## config.mk

```make
export PLATFORM = sky130hd
export DESIGN_NAME = ftdi_frame_packer
export DESIGN_NICKNAME = d
export VERILOG_FILES = /design/src/rtl/ftdi_pkg.sv /design/src/rtl/ftdi_word_assembler.sv /design/src/rtl/ftdi_frame_packer.sv
export SDC_FILE = /design/constraint.sdc
export NUM_CORES = 1
export LEC_CHECK = 0
export BUFFER_PORTS_ARGS = -buffer_cell sky130_fd_sc_hd__buf_2
export CAP_MARGIN = 5
export CORE_MARGIN = 2
export CORE_UTILIZATION = 50
export DETAILED_ROUTE_END_ITERATION = 8
export PLACE_DENSITY_LB_ADDON = 0.2
export SKIP_LAST_GASP = 1
export SYNTH_ARGS = -nofsm -noshare
export SYNTH_HDL_FRONTEND = slang
export SYNTH_SLANG_ARGS = --single-unit
```

## constraint.sdc

```tcl
create_clock -name clk_60 -period 2.6 [get_ports clk_60]
set_input_delay 0.65 -clock clk_60 [delete_from_list [all_inputs] [get_ports clk_60]]
set_output_delay 0.65 -clock clk_60 [all_outputs]
set_load 0.05 [all_outputs]
```

## src/rtl/ftdi_pkg.sv

```systemverilog
// Shared types and defaults for the FT245 frame packer: FSM state encoding, sync bytes, widths.
package ftdi_pkg;

  typedef enum logic [1:0] {
    HUNT    = 2'd0,
    SYNC    = 2'd1,
    PAYLOAD = 2'd2,
    CHECK   = 2'd3
  } state_e;

  localparam logic [7:0] DEF_SYNC0  = 8'hA5;
  localparam logic [7:0] DEF_SYNC1  = 8'h5A;
  localparam int         DEF_DATA_W = 20;
  localparam int         DEF_ADDR_W = 14;
  localparam int         PIX_W      = 20;

endpackage

```

## src/rtl/ftdi_word_assembler.sv

```systemverilog
// Collects three little-endian bytes into a 20-bit pixel; flags the word when the top nibble of
// the third byte is non-zero. Word/valid/bad are presented combinationally on the completing byte.
module ftdi_word_assembler
  import ftdi_pkg::*;
(
  input  logic             clk_i,
  input  logic             rst_i,
  input  logic             clr_i,
  input  logic             in_valid_i,
  input  logic [7:0]       in_byte_i,
  output logic [PIX_W-1:0] word_o,
  output logic             word_vld_o,
  output logic             word_bad_o
);

  logic [1:0]  idx_q;
  logic [15:0] lo_q;

  always_ff @(posedge clk_i or posedge rst_i) begin
    if (rst_i) begin
      idx_q <= 2'd0;
      lo_q  <= 16'd0;
    end else if (clr_i) begin
      idx_q <= 2'd0;
    end else if (in_valid_i) begin
      case (idx_q)
        2'd0:    begin lo_q[7:0]  <= in_byte_i; idx_q <= 2'd1; end
        2'd1:    begin lo_q[15:8] <= in_byte_i; idx_q <= 2'd2; end
        default: idx_q <= 2'd0;
      endcase
    end
  end

  assign word_o     = {in_byte_i[3:0], lo_q};
  assign word_vld_o = in_valid_i && !clr_i && (idx_q == 2'd2);
  assign word_bad_o = (in_byte_i[7:4] != 4'h0);

endmodule

```

## src/rtl/ftdi_frame_packer.sv

```systemverilog
// Frames the FT245 byte stream (sync header, 3-byte pixels) into framebuffer writes and flips the
// double-buffer bank on each accepted frame. FTDI_PACKER_CHECKSUM_EN adds a trailing XOR check byte.
module ftdi_frame_packer
  import ftdi_pkg::*;
#(
  parameter int         WORDS  = 16384,
  parameter int         DATA_W = DEF_DATA_W,
  parameter int         ADDR_W = DEF_ADDR_W,
  parameter logic [7:0] SYNC0  = DEF_SYNC0,
  parameter logic [7:0] SYNC1  = DEF_SYNC1
) (
  input  logic              clk_60,
  input  logic              rst,
  input  logic              byte_valid,
  input  logic [7:0]        byte_data,
  output logic [DATA_W-1:0] fb_wdata,
  output logic [ADDR_W-1:0] fb_waddr,
  output logic              fb_we,
  output logic              fb_sel,
  output logic              frame_done,
  output logic              frame_err
);

  state_e              state_q;
  logic [ADDR_W-1:0]   addr_q;
  logic [DATA_W-1:0]   fb_wdata_q;
  logic [ADDR_W-1:0]   fb_waddr_q;
  logic                fb_we_q, fb_sel_q, frame_done_q, frame_err_q;
  logic                done_pend_q;
`ifdef FTDI_PACKER_CHECKSUM_EN
  logic [7:0]          csum_q;
`endif

  logic [PIX_W-1:0]    asm_word;
  logic                asm_vld, asm_bad;
  logic                last_word;

  ftdi_word_assembler u_asm (
    .clk_i      (clk_60),
    .rst_i      (rst),
    .clr_i      (state_q != PAYLOAD),
    .in_valid_i (byte_valid),
    .in_byte_i  (byte_data),
    .word_o     (asm_word),
    .word_vld_o (asm_vld),
    .word_bad_o (asm_bad)
  );

  assign last_word = (addr_q == ADDR_W'(WORDS - 1));

  always_ff @(posedge clk_60 or posedge rst) begin
    if (rst) begin
      state_q      <= HUNT;
      addr_q       <= '0;
      fb_wdata_q   <= '0;
      fb_waddr_q   <= '0;
      fb_we_q      <= 1'b0;
      fb_sel_q     <= 1'b0;
      frame_done_q <= 1'b0;
      frame_err_q  <= 1'b0;
      done_pend_q  <= 1'b0;
`ifdef FTDI_PACKER_CHECKSUM_EN
      csum_q       <= 8'd0;
`endif
    end else begin
      fb_we_q      <= 1'b0;
      frame_done_q <= 1'b0;
      frame_err_q  <= 1'b0;
      done_pend_q  <= 1'b0;
      // Acceptance lands one cycle after the final write strobe.
      if (done_pend_q) begin
        frame_done_q <= 1'b1;
        fb_sel_q     <= ~fb_sel_q;
      end
      if (byte_valid) begin
        case (state_q)
          HUNT: if (byte_data == SYNC0) state_q <= SYNC;
          SYNC: begin
            if (byte_data == SYNC1) begin
              state_q <= PAYLOAD;
              addr_q  <= '0;
`ifdef FTDI_PACKER_CHECKSUM_EN
              csum_q  <= 8'd0;
`endif
            end else if (byte_data != SYNC0) begin
              state_q <= HUNT;
            end
          end
          PAYLOAD: begin
`ifdef FTDI_PACKER_CHECKSUM_EN
            csum_q <= csum_q ^ byte_data;
`endif
            if (asm_vld) begin
              if (asm_bad) begin
                frame_err_q <= 1'b1;
                state_q     <= HUNT;
              end else begin
                fb_we_q    <= 1'b1;
                fb_waddr_q <= addr_q;
                fb_wdata_q <= DATA_W'(asm_word);
                addr_q     <= addr_q + 1'b1;
                if (last_word) begin
`ifdef FTDI_PACKER_CHECKSUM_EN
                  state_q     <= CHECK;
`else
                  state_q     <= HUNT;
                  done_pend_q <= 1'b1;
`endif
                end
              end
            end
          end
`ifdef FTDI_PACKER_CHECKSUM_EN
          CHECK: begin
            state_q <= HUNT;
            if (byte_data == csum_q) begin
              frame_done_q <= 1'b1;
              fb_sel_q     <= ~fb_sel_q;
            end else begin
              frame_err_q  <= 1'b1;
            end
          end
`endif
          default: state_q <= HUNT;
        endcase
      end
    end
  end

  assign fb_wdata   = fb_wdata_q;
  assign fb_waddr   = fb_waddr_q;
  assign fb_we      = fb_we_q;
  assign fb_sel     = fb_sel_q;
  assign frame_done = frame_done_q;
  assign frame_err  = frame_err_q;

endmodule

```

# After elaboration in Yosys (flattened, before gate mapping)
# Cells that the tools add are included.
# totals
output_inout_bits,38
wordCells,72
register_bits,73
# classes
bitwise,3
n_reduce_logical,13
eq_ne,15
muxes,28
addsub,1
# ops
operator,n
$mux W14,3
$pmux W14 S2,1
$mux W2,8
$add A14 B1 Y14 const B,1
$eq A14 B14 Y1 const B,1
$mux W1,14
$ne A2 B2 Y1 const B,5
$reduce_and A5 Y1,2
$eq A8 B7 Y1 const B,1
$eq A8 B8 Y1 const B,1
$ne A8 B8 Y1 const B,1
$ne A3 B3 Y1 const B,2
$pmux W2 S3,1
$reduce_and A3 Y1,2
$eq A2 B1 Y1 const B,2
$eq A2 B2 Y1 const B,2
$logic_not A2 Y1,2
$pmux W2 S2,1
$reduce_and A4 Y1,1
$reduce_bool A2 Y1,2
$reduce_bool A4 Y1,1
$not A1 Y1,3
$logic_and A1 B1 Y1,2
$logic_not A1 Y1,1

# Logic depth before layout (Yosys ltp)
# Gate-level depths: netlist of run 1.
# depth
ltp_word,7
ltp_mapped,6

# Hierarchy
# From an unflattened synthesis of run 1, not the netlist that was laid out.
# hier_totals
cells_unflattened,227
area_unflattened_um2,3055.4
# by_module_without_submodules
module,cells_per_inst,area_per_inst_um2,n_inst,seq_area_each_um2
ftdi_frame_packer,177,2292.2,1,1376.3
ftdi_word_assembler,50,763.2,1,450.4

# Worst setup path before layout of run 1
# No wires, ideal clock.
# synth_path
kind,input-to-reg
startpoint,input byte_data[4]
endpoint,register addr_q[2]
setup_ns,0.121
path_buffers,1
t_required_ns,2.479
stages,5
t_arrival_ns,1.614
setup_slack_ns,0.865
path_cell_list,nor4_4 nand4_2 buf_6 o2bb2ai_2 a22o_1
# synth_via
elab_chain_len,3
word_cells_on_any_way,5
classes_between,eq/ne (3); reduce/logical (2)
# synth_rtl
item,line_no,source
"start, declared",ftdi_frame_packer.sv:15,"input logic [7:0] byte_data,"
$eq A8 B7 Y1 / $reduce_bool A4 Y1 (equally long branches),"ftdi_frame_packer.sv:79, ftdi_word_assembler.sv:36",
$ne A2 B2 Y1 (no source line),-,
$reduce_and A5 Y1 (no source line) *,-,
"end signal, assigned",ftdi_frame_packer.sv:101,addr_q <= addr_q + 1'b1;
"end, declared",ftdi_frame_packer.sv:25,logic [ADDR_W-1:0] addr_q;
# Mark *: on every way between the ends. The rest lies on a longest branch, timed or not.
# A chain may end at the register's enable or synchronous reset.

# Worst setup path after layout of run 1
# layout_path
startpoint,input byte_data[4]
endpoint,register addr_q[1]
# The elaborated chain is that of the path after synthesis.

==> reports/qor.yml, run 1 <==
outcome:
  status: "finished clean"
routing:
  dr.first_iter.drc_count: 144
  drtPass1Iterations: 5
  vias_per_cell: 5.29
  vias: 2381
  drc: 0
  drt-total-wl_um: 6770
  post_drt_wl_per_cell_um: 15.0
  ant_nets: 0
worst_setup_path:
  required_ns: 2.84
  crit_arrival_ns: 2.04
  cp_slowest_cell: "nor4_4"
  cp-start-kind: "input pin"
  cp-end-kind: "register"
  cp_top_family: "simple AND/OR/NAND/NOR gates"
  crit_chain: "buf_2, nor4_4, nand4_2, and3_2, a31o_2"
  slowest_delay_ns: 0.39
  crit_buf_inv: 1
  crit_type: "input pin to register"
  worst-path-max-fanout: 12
layout:
  areaGrowthSynthToFinish_pct: 14.2
  drive_gt1_share_pct: 26.0
  nets: 380
  n_antenna_cell: 0
  postLayoutCellArea_um2: 3730
synth:
  synth_xor_area_share_pct: 0.268
  netlist.area_leader.share_pct: 55.9
  seq_area_frac_synth_pct: 55.9
  synth_compound_area_share_pct: 8.23
  yosysTopAreaCell: "dfrtp_1"
  synthTopCellsByArea: "dfrtp_1 (56%), nand2_1 (12%), mux2_2 (3.8%)"
  ys_types: 46
  avgSynthCellArea_um2: 10.3
  ys_seq_elements: 73
  syn_nets: 328
  yosys_warnings: 0
  synth-simple-area-share_pct: 22.2
  syn-instance-count: 316
  synth.area.mux_share_pct: 8.58
  synthAdderAreaFrac_pct: 0.383
  syn-cell-area_um2: 3270
  synth_top_family_by_area: "simple AND/OR/NAND/NOR gates"
place:
  portBuffers: 48
  gp_congestion: 0.805
  dpl.hpwl_um: 4750
  dpl_cell_area_um2: 3550
timing:
  hold_viol: 0
  min_period_ns: 1.80
  setup_violations: 0
  finalCritPeriodShare_pct: 69.3
  relSlewSlack_pct: 60.7
  skew_ns: 0.00658
  rsz0062_at_grt: "no"
  fin_setup_tns_ns: 0
  drv_slew: 0
  fmax_mhz: 555
  worst_slew_pin_slew_ns: 0.587
clock_tree:
  htreeDepth: 3
  path_clk_slew_ns: 0.08
  cts_sinks: 73
  cts_tree: "built"
  cts_buffers: 9
  cts-root-buf: "clkbuf_8"
  post_cts_resize_count: 0
  cts_hold_buffers: 0
  insertion_delay_ns: 0.35
  clk_path_buf_depth: 2
  cts_setup_buffers: 0
global_routing:
  grt_max_degree: 37
  grt_usage_pct: 20.9
  grt_pass1_wl_um: 11700
  grt_overflow: 0
  antenna_found_initial: 0
  grt_pass1_vias: 2328
power:
  p_per_area_nw_per_um2: 897
  ir_drop_mv: 0.672
  power.leakage_nw: 1.97
  total_power_mw: 3.35
run:
  maxCapViolCount: 0
die:
  io_pins: 49
  die_w_um: 84.8
  initial_core_util_pct: 51.5
  die_height_um: 84.8
  die-area_um2: 7200
  core_area_um2: 6350
  num_rows: 29
min_path:
  worstHoldPathType: "input pin to asynchronous set/reset pin"
==> worst register-to-register path, stage by stage, from the launching register on <==
cell and delay (ns):
dfrtp_1 0.43, and4bb_1 0.33, nand4_1 0.29, buf_4 0.27, o2bb2ai_2 0.11, a22o_1 0.23
==> routing by layer <==
layer,GRT usage (%),share of wire (%)
met5,0,0
met3,4.57,4.3
met1,31.4,50
met2,29.4,44
met4,8.66,1.5
==> registers in the layout (all words and copies together), names as in the netlist, 2 cells and up <==
register / count
u_asm.idx_q: 2
fb_waddr: 14
addr_q: 14
u_asm.lo_q: 16
fb_wdata: 20
state_q: 2
==> where the power goes <==
part | switching [mW] | internal [mW] | total (mW)
clock network | 0.429 | 0.372 | 0.800
logic | 0.695 | 0.298 | 0.993
registers | 0.149 | 1.41 | 1.55
==> Yosys cell counts, drive strengths merged <==
cell type  number
a31o            1
mux2i          10
and2b           3
a22o            1
inv             4
clkbuf          5
ha              1
and3            5
and4b           1
mux2           16
nand3b          1
and4bb          1
nor2            6
a21oi          12
a32o            1
and2            2
o2bb2ai         1
nor3            3
buf            11
nor4bb          1
and4            4
o31ai           1
dfrtp          73
o21bai         10
nor4            1
nand2b          1
nand2         107
o21ai          13
xor2            1
a21boi          2
nand3           8
nand4           9
==> logic make-up (layout without fill, tap and decap cells) <==
family,count (synthesis),count (layout)
AOI/OAI and AO/OA,42,42
xor gates and xnor gates,1,1
adders and majority gates,1,1
buffers and inverters,20,77
DFF,73,73
muxes,26,26
and+or+nand+nor,153,153
==> final timing paths <==
kind	from	to	slack, ns	depth (start not counted)
setup / recovery	byte_data[4]	addr_q[1]	0.80	5
hold / removal	rst	fb_waddr[4]	0.33	2
min in group clk_60	done_pend_q	frame_done	0.39	0
hold reg to reg	done_pend_q	frame_done	0.39	0
setup reg to reg	state_q[1]	addr_q[2]	0.82	5
max in group asynchronous	rst	done_pend_q	1.67	3
==> cell type report <==
type                       count  area [um2]
sequential                    73        1830
inverter                       4        15.0
clock inverter                 6        41.3
fill                         569        2620
clock buffer                  10         138
timing repair buffer          57         320
multi-input combinational    223        1300
tap                           77        96.3
==> through the flow <==
step / utilization (%) / hold WS (ns) / cells / worst slack, ns
finish: 58.8 / 0.331 / 450 / 0.798
global route: 58.8 / 0.366 / 450 / 0.667
CTS: 58.8 / 0.335 / 450 / 0.822
detailed placement: 56.0 / 0.385 / 434 / 0.457
global placement: 56.0 / 0.378 / 434 / 0.488
floorplan: - / 0.372 / 316 / 0.0967
==> layout by cell type, fill, tap and decap left out, types with 2 or more instances in the layout <==
master,count
buf_4,8
nor2_1,5
nand3_1,8
mux2_2,11
o21ai_0,13
buf_2,48
nand4_2,2
a21oi_1,11
mux2_1,5
nor3_1,3
dfrtp_1,73
clkinvlp_4,3
inv_2,2
o21bai_1,10
clkinv_2,2
nand4_1,7
mux2i_1,10
and3_1,4
and4_1,4
nand2_1,107
inv_1,2
clkbuf_8,10
(Power assumes the default switching activity.)
==> run 2: changes to the inputs <==
==> constraint.sdc (replaced) <==
create_clock -name clk_60 -period 1.8 [get_ports clk_60]
set_input_delay 0.45 -clock clk_60 [delete_from_list [all_inputs] [get_ports clk_60]]
set_output_delay 0.45 -clock clk_60 [all_outputs]
set_load 0.05 [all_outputs]
==> run 2 against run 1 <==
  * Highest routed layer unchanged
  * Critical endpoint is now addr_q[5]
  * Sequential share of layout area down 1.8 points
  * Total power rose by 48%
  * Largest cell class unchanged
  * Sequential power is 44% higher
==> reports/qor.yml, run 2 (synthesis results as in run 1) <==
outcome:
  status: "finished clean"
die:
  num_rows: 29  # unchanged
  core_area_um2: 6350  # unchanged
  io_pins: 49  # unchanged
  die_height_um: 84.8  # unchanged
  die_w_um: 84.8  # unchanged
  initial_core_util_pct: 51.5  # unchanged
  die-area_um2: 7200  # unchanged
place:
  dp_slack_ns: -0.0765  # -0.533 ns
  portBuffers: 48  # unchanged
  dp_cells: 449  # +3.5%
  gp_congestion: 0.814  # +1.1%
  dpl.hpwl_um: 4600  # -3.1%
timing:
  fin_ws_ns: 0.180  # -0.619 ns
  rsz0062_at_grt: "no"
  relSlewSlack_pct: 74.4  # +14 points
  setup_violations: 0  # unchanged
  drv_slew: 0  # unchanged
  fin_setup_tns_ns: 0  # unchanged
  min_period_ns: 1.62
  hold_viol: 0  # unchanged
  fmax_mhz: 617
  skew_ns: 0.00595  # -0.000628 ns
  finalCritPeriodShare_pct: 90.0
  worst_slew_pin_slew_ns: 0.384  # -0.204 ns
  fin_hold_ws_ns: 0.205  # -0.126 ns
clock_tree:
  post_cts_resize_count: 0  # unchanged
  path_clk_slew_ns: 0.07  # about the same
  cts_setup_buffers: 0  # unchanged
  htreeDepth: 3  # unchanged
  cts-root-buf: "clkbuf_8"
  cts_tree: "built"
  cts_sinks: 73  # unchanged
  cts_buffers: 9  # unchanged
  cts_hold_buffers: 0  # unchanged
  clk_path_buf_depth: 2  # unchanged
  insertion_delay_ns: 0.34  # about the same
layout:
  instances_no_fill: 464  # +3.1%
  areaGrowthSynthToFinish_pct: 18.7
  n_antenna_cell: 0  # unchanged
  largest_reg_flops: 20  # unchanged
  most-common-layout-cells: "nand2_1 (107), dfrtp_1 (73), buf_2 (48)"
  nets: 395  # +3.9%
  drive_gt1_share_pct: 28.7  # +2.7 points
  utilization_pct: 61.1  # +2.3 points
  final_common_cell: "nand2_1"
worst_setup_path:
  cp-end-kind: "register"
  worst-path-max-fanout: 10  # -2
  r2r_slack_ns: 0.18  # -0.64 ns
  endpoint: "addr_q[5]"
  reg2reg_from: "state_q[1]"
  rr_worst_depth: 5  # unchanged
  crit_arrival_ns: 1.89  # -0.15 ns
  r2r_end: "addr_q[5]"
  cp-start-kind: "register"
  required_ns: 2.07  # -0.77 ns
  crit_type: "register to register"
  cp-startpoint: "state_q[1]"
routing:
  drc: 0  # unchanged
  drtPass1Iterations: 4  # -1
  wl_met2_um: 2950  # -2.0%
  vias_per_cell: 5.40  # +2.1%
  m1WireLength_um: 3300  # -1.9%
  dr.first_iter.drc_count: 173  # +20%
  highest_layer: "met4"
  post_drt_wl_per_cell_um: 14.4  # -4.2%
  vias: 2507  # +5.3%
  route.met3.wl_um: 317  # +9.3%
  ant_nets: 0  # unchanged
  drt-total-wl_um: 6690  # -1.3%
power:
  power.switching_mw: 1.80  # +42%
  seq_power_share_pct: 45.2  # -1.2 points
  power.internal_mw: 3.14  # +51%
  switching_share_pct: 36.5  # -1.5 points
  pwr-share-comb_pct: 30.1  # +0.4 points
  power.leakage_nw: 2.05  # +4.0%
  power_frac_clock_pct: 24.7  # +0.8 points
  p_per_area_nw_per_um2: 1270  # +42%
  ir_drop_mv: 0.861  # +28%
global_routing:
  grt_usage_pct: 20.3  # -0.54 points
  antenna_found_initial: 0  # unchanged
  grt_pass1_vias: 2335  # +0.30%
  grt_max_degree: 74  # +100%
  grt_overflow: 0  # unchanged
  grt_pass1_wl_um: 11600  # -1.2%
min_path:
  worstHoldPathType: "input pin to asynchronous set/reset pin"
run:
  maxCapViolCount: 0  # unchanged
[run 2: changes by cell type in the layout (fill, tap and decap cells not counted), sizes merged]
cell    previous run  this run
buf               57        72
inv                5         3
bufinv             0         1
clkbuf            10         9
clkinv             2         3
[run 2: critical path, cell delays in order, from the launching register on]
cell and delay (ns):
dfrtp_1 0.42, and4bb_1 0.34, nand4_1 0.17, buf_4 0.22, a21oi_1 0.19, mux2i_1 0.21
[run 2: area by class of cell]
class	count	area, um2
Tap cell	77	96.3
Timing Repair Buffer	72	458
Sequential cell	73	1830
Clock inverter	6	60.1
Clock buffer	9	124
Multi-Input combinational cell	223	1300
Inverter	4	18.8
Fill cell	534	2470
[run 2: worst min-delay path by stage]
stage	to	slack (ns)
detailed placement	frame_done	0.41
finish	fb_wdata[13]	0.21
global placement	frame_done	0.40
global route	fb_wdata[12]	0.24
CTS	u_asm.lo_q[13]	0.21
floorplan	frame_done	0.37
[run 2: stage by stage]
stage               total power [mW]  cell area, um2
CTS                             5.00            3880
finish                          4.94            3880
detailed placement              3.77            3700
global route                    5.22            3880
global placement                3.73            3700
floorplan                       3.37            3270
[run 2: layer usage]
| metal | vias to the layer above | GRT usage [%] |
|---|---|---|
| li1 | 1212 | - |
| met1 | 1217 | 30.7 |
| met2 | 68 | 28.4 |
| met3 | 10 | 4.28 |
| met4 | 0 | 8.80 |
| met5 | - | 0 |
[run 2: power groups by stage]
stage	Sequential [mW]	Combinational [mW]	Clock, mW
3_5_place_dp	2.27	1.50	0
4_1_cts	2.24	1.50	1.26
2_1_floorplan	2.83	0.539	0
3_3_place_gp	2.25	1.48	0
5_1_grt	2.29	1.60	1.33
6_report	2.23	1.49	1.22
==> run 3: changes to the inputs <==
--- a/config.mk
+++ b/config.mk
@@ -5,12 +5,16 @@
 export SDC_FILE = /design/constraint.sdc
 export NUM_CORES = 1
 export LEC_CHECK = 0
+export ABC_CLOCK_PERIOD_IN_PS = 1800
 export BUFFER_PORTS_ARGS = -buffer_cell sky130_fd_sc_hd__buf_2
 export CAP_MARGIN = 5
+export CELL_PAD_IN_SITES_DETAIL_PLACEMENT = 0
+export CELL_PAD_IN_SITES_GLOBAL_PLACEMENT = 1
 export CORE_MARGIN = 2
-export CORE_UTILIZATION = 50
+export CORE_UTILIZATION = 44
 export DETAILED_ROUTE_END_ITERATION = 8
 export PLACE_DENSITY_LB_ADDON = 0.2
+export SETUP_SLACK_MARGIN = 0.2
 export SKIP_LAST_GASP = 1
 export SYNTH_ARGS = -nofsm -noshare
 export SYNTH_HDL_FRONTEND = slang
==> run 3 against run 2 <==
  * Clock skew up 0.0021 ns
  * Highest routed layer unchanged
  * Largest cell class unchanged
  * Clock power up 5%
  * Critical path type is now input pin to register
  * Global-route usage down 0.85 points
  * First-iteration DRC count down 19%
  * Sequential power about the same
  * Non-clock buffer count up 11
  * Worst hold slack worse by 0.11 ns
  * Final area up 4.5%
  * Final cell count up 7.3%
  * Die area up 13%
==> reports/qor.yml, run 3 (synthesis results as in run 1) <==
die:
  die-area_um2: 8130  # +13%
  die_height_um: 90.2  # +6.3%
  die_w_um: 90.2  # +6.3%
  num_rows: 31  # +6.9%
  initial_core_util_pct: 45.3  # -6.2 points
  core_area_um2: 7210  # +14%
  io_pins: 49  # unchanged
global_routing:
  antenna_found_initial: 0  # unchanged
  grt_usage_pct: 19.5  # -0.85 points
  grt_overflow: 0  # unchanged
  grt_pass1_vias: 2467  # +5.7%
  grt_max_degree: 39  # -47%
  grt_pass1_wl_um: 12500  # +7.9%
layout:
  multi_input_area_um2: 1320  # +2.1%
  areaGrowthSynthToFinish_pct: 24.1
  n_antenna_cell: 0  # unchanged
  nets: 406  # +2.8%
  drive_gt1_share_pct: 32.3  # +3.6 points
  largest_reg_flops: 20  # unchanged
  ff_latch_area_um2: 1830  # unchanged
  fill_cells: 685  # +28%
  final_common_cell: "nand2_1"
  most-common-layout-cells: "nand2_1 (107), dfrtp_1 (73), buf_2 (48)"
  postLayoutCellArea_um2: 4060  # +4.5%
timing:
  fin_ws_ns: 0.203  # +0.0234 ns
  skew_ns: 0.00805  # +0.00211 ns
  fin_hold_ws_ns: 0.0917  # -0.114 ns
  drv_slew: 0  # unchanged
  setup_violations: 0  # unchanged
  rsz0062_at_grt: "yes"
  fin_setup_tns_ns: 0  # unchanged
  worst_slew_pin_slew_ns: 0.417  # +0.0336 ns
  hold_viol: 0  # unchanged
  min_period_ns: 1.60  # -0.0234 ns
  fmax_mhz: 626  # +1.5%
  relSlewSlack_pct: 72.1  # -2.3 points
  finalCritPeriodShare_pct: 88.7  # -1.3 points
routing:
  dr.first_iter.drc_count: 140  # -19%
  post_drt_wl_per_cell_um: 14.3  # -0.74%
  drc: 0  # unchanged
  ant_nets: 0  # unchanged
  drt-total-wl_um: 7120  # +6.5%
  vias_per_cell: 5.04  # -6.7%
  vias: 2510  # +0.12%
  drtPass1Iterations: 4  # unchanged
run:
  maxCapViolCount: 0  # unchanged
worst_setup_path:
  r2r_slack_ns: 0.22  # +0.04 ns
  reg2reg_from: "state_q[1]"
  slowest_delay_ns: 0.37  # -0.05 ns
  worst-path-max-fanout: 8  # -2
  endpoint: "addr_q[4]"
  rr_worst_depth: 5  # unchanged
  crit_type: "input pin to register"
  cp-end-kind: "register"
  cp_common_cell: "buf_4"
  required_ns: 2.07  # about the same
  cp-startpoint: "byte_data[4]"
  cp_slowest_cell: "nor4_4"
  r2r_end: "addr_q[4]"
  cp-start-kind: "input pin"
  crit_arrival_ns: 1.87  # -0.02 ns
  crit_chain: "buf_2, nor4_4, buf_4, nand4_2, buf_4, a21boi_1, mux2i_1"
power:
  total_power_mw: 5.05  # +2.2%
  ir_drop_mv: 0.753  # -12%
  power.leakage_nw: 2.10  # +2.7%
  p_per_area_nw_per_um2: 1250  # -2.2%
min_path:
  worstHoldPathType: "input pin to asynchronous set/reset pin"
clock_tree:
  cts_tree: "built"
  clk_path_buf_depth: 2  # unchanged
  cts_sinks: 73  # unchanged
  cts-root-buf: "clkbuf_8"
  cts_buffers: 9  # unchanged
  cts_hold_buffers: 0  # unchanged
  path_clk_slew_ns: 0.08  # about the same
  htreeDepth: 3  # unchanged
  insertion_delay_ns: 0.35  # about the same
place:
  dp_slack_ns: -0.111  # -0.0345 ns
  dpl_cell_area_um2: 3800  # +2.8%
  gp_congestion: 0.781  # -4.0%
  portBuffers: 48  # unchanged
  dpl.hpwl_um: 4920  # +7.0%
outcome:
  status: "finished clean"
## run 3: cell types whose count changed in the layout (fill, tap and decap cells not counted), moves of 2 or more
cell | previous run | this run
buf_12 | 3 | 5
buf_4 | 21 | 29
a21oi_1 | 11 | 7
a21oi_2 | 1 | 5
## run 3: worst min path at each step
stage / start / end / slack (ns) / depth (start not counted)
3_3_place_gp: done_pend_q / frame_done / 0.38 / 0
2_1_floorplan: done_pend_q / frame_done / 0.37 / 0
4_1_cts: rst / fb_wdata[3] / 0.09 / 2
3_5_place_dp: done_pend_q / frame_done / 0.38 / 0
6_report: rst / fb_wdata[4] / 0.09 / 2
5_1_grt: rst / fb_wdata[3] / 0.11 / 2
## run 3: power breakdown
part,switching (mW),internal (mW),total [mW]
logic,1.03,0.513,1.54
clock network,0.641,0.640,1.28
registers,0.201,2.03,2.23
total,1.87,3.18,5.05
## run 3: what timing repair did
item / 4_1_cts / 5_1_grt
hold endpoints to repair: 0 / 0
buffers inserted: 3 / 1
gates resized for setup: 1 / 8
pin swaps: 2 / 1
endpoints found under the setup margin: 7 / 46
## run 3: layer usage
metal / up-vias / GRT usage [%] / routed length, um
li1: 1238 / - / -
met2: 54 / 27.3 / 3140
met4: 0 / 7.18 / 76
met5: - / 0 / 0
met3: 5 / 4.61 / 317
met1: 1213 / 29.4 / 3590
## run 3: layout make-up
class | instances | share of cell area [%]
flip-flops and latches | 73 | 45.0
clock inverters | 7 | 1.73
repair buffers | 83 | 14.0
clock buffers | 9 | 3.05
inverters | 4 | 0.463
multi-input cells | 223 | 32.6
well taps | 99 | 3.05
## run 3: worst max-delay path, delay by kind of cell
family / cells / cell delay, ns
compound gates: 1 / 0.17
buf+inv: 3 / 0.52
mux: 1 / 0.22
simple gates: 2 / 0.52
## run 3: metrics by stage
stage	util, %	cells
6_report	56.2	498
5_1_grt	56.2	498
4_1_cts	55.7	497
3_5_place_dp	52.7	478
3_3_place_gp	52.7	478
2_1_floorplan	-	316
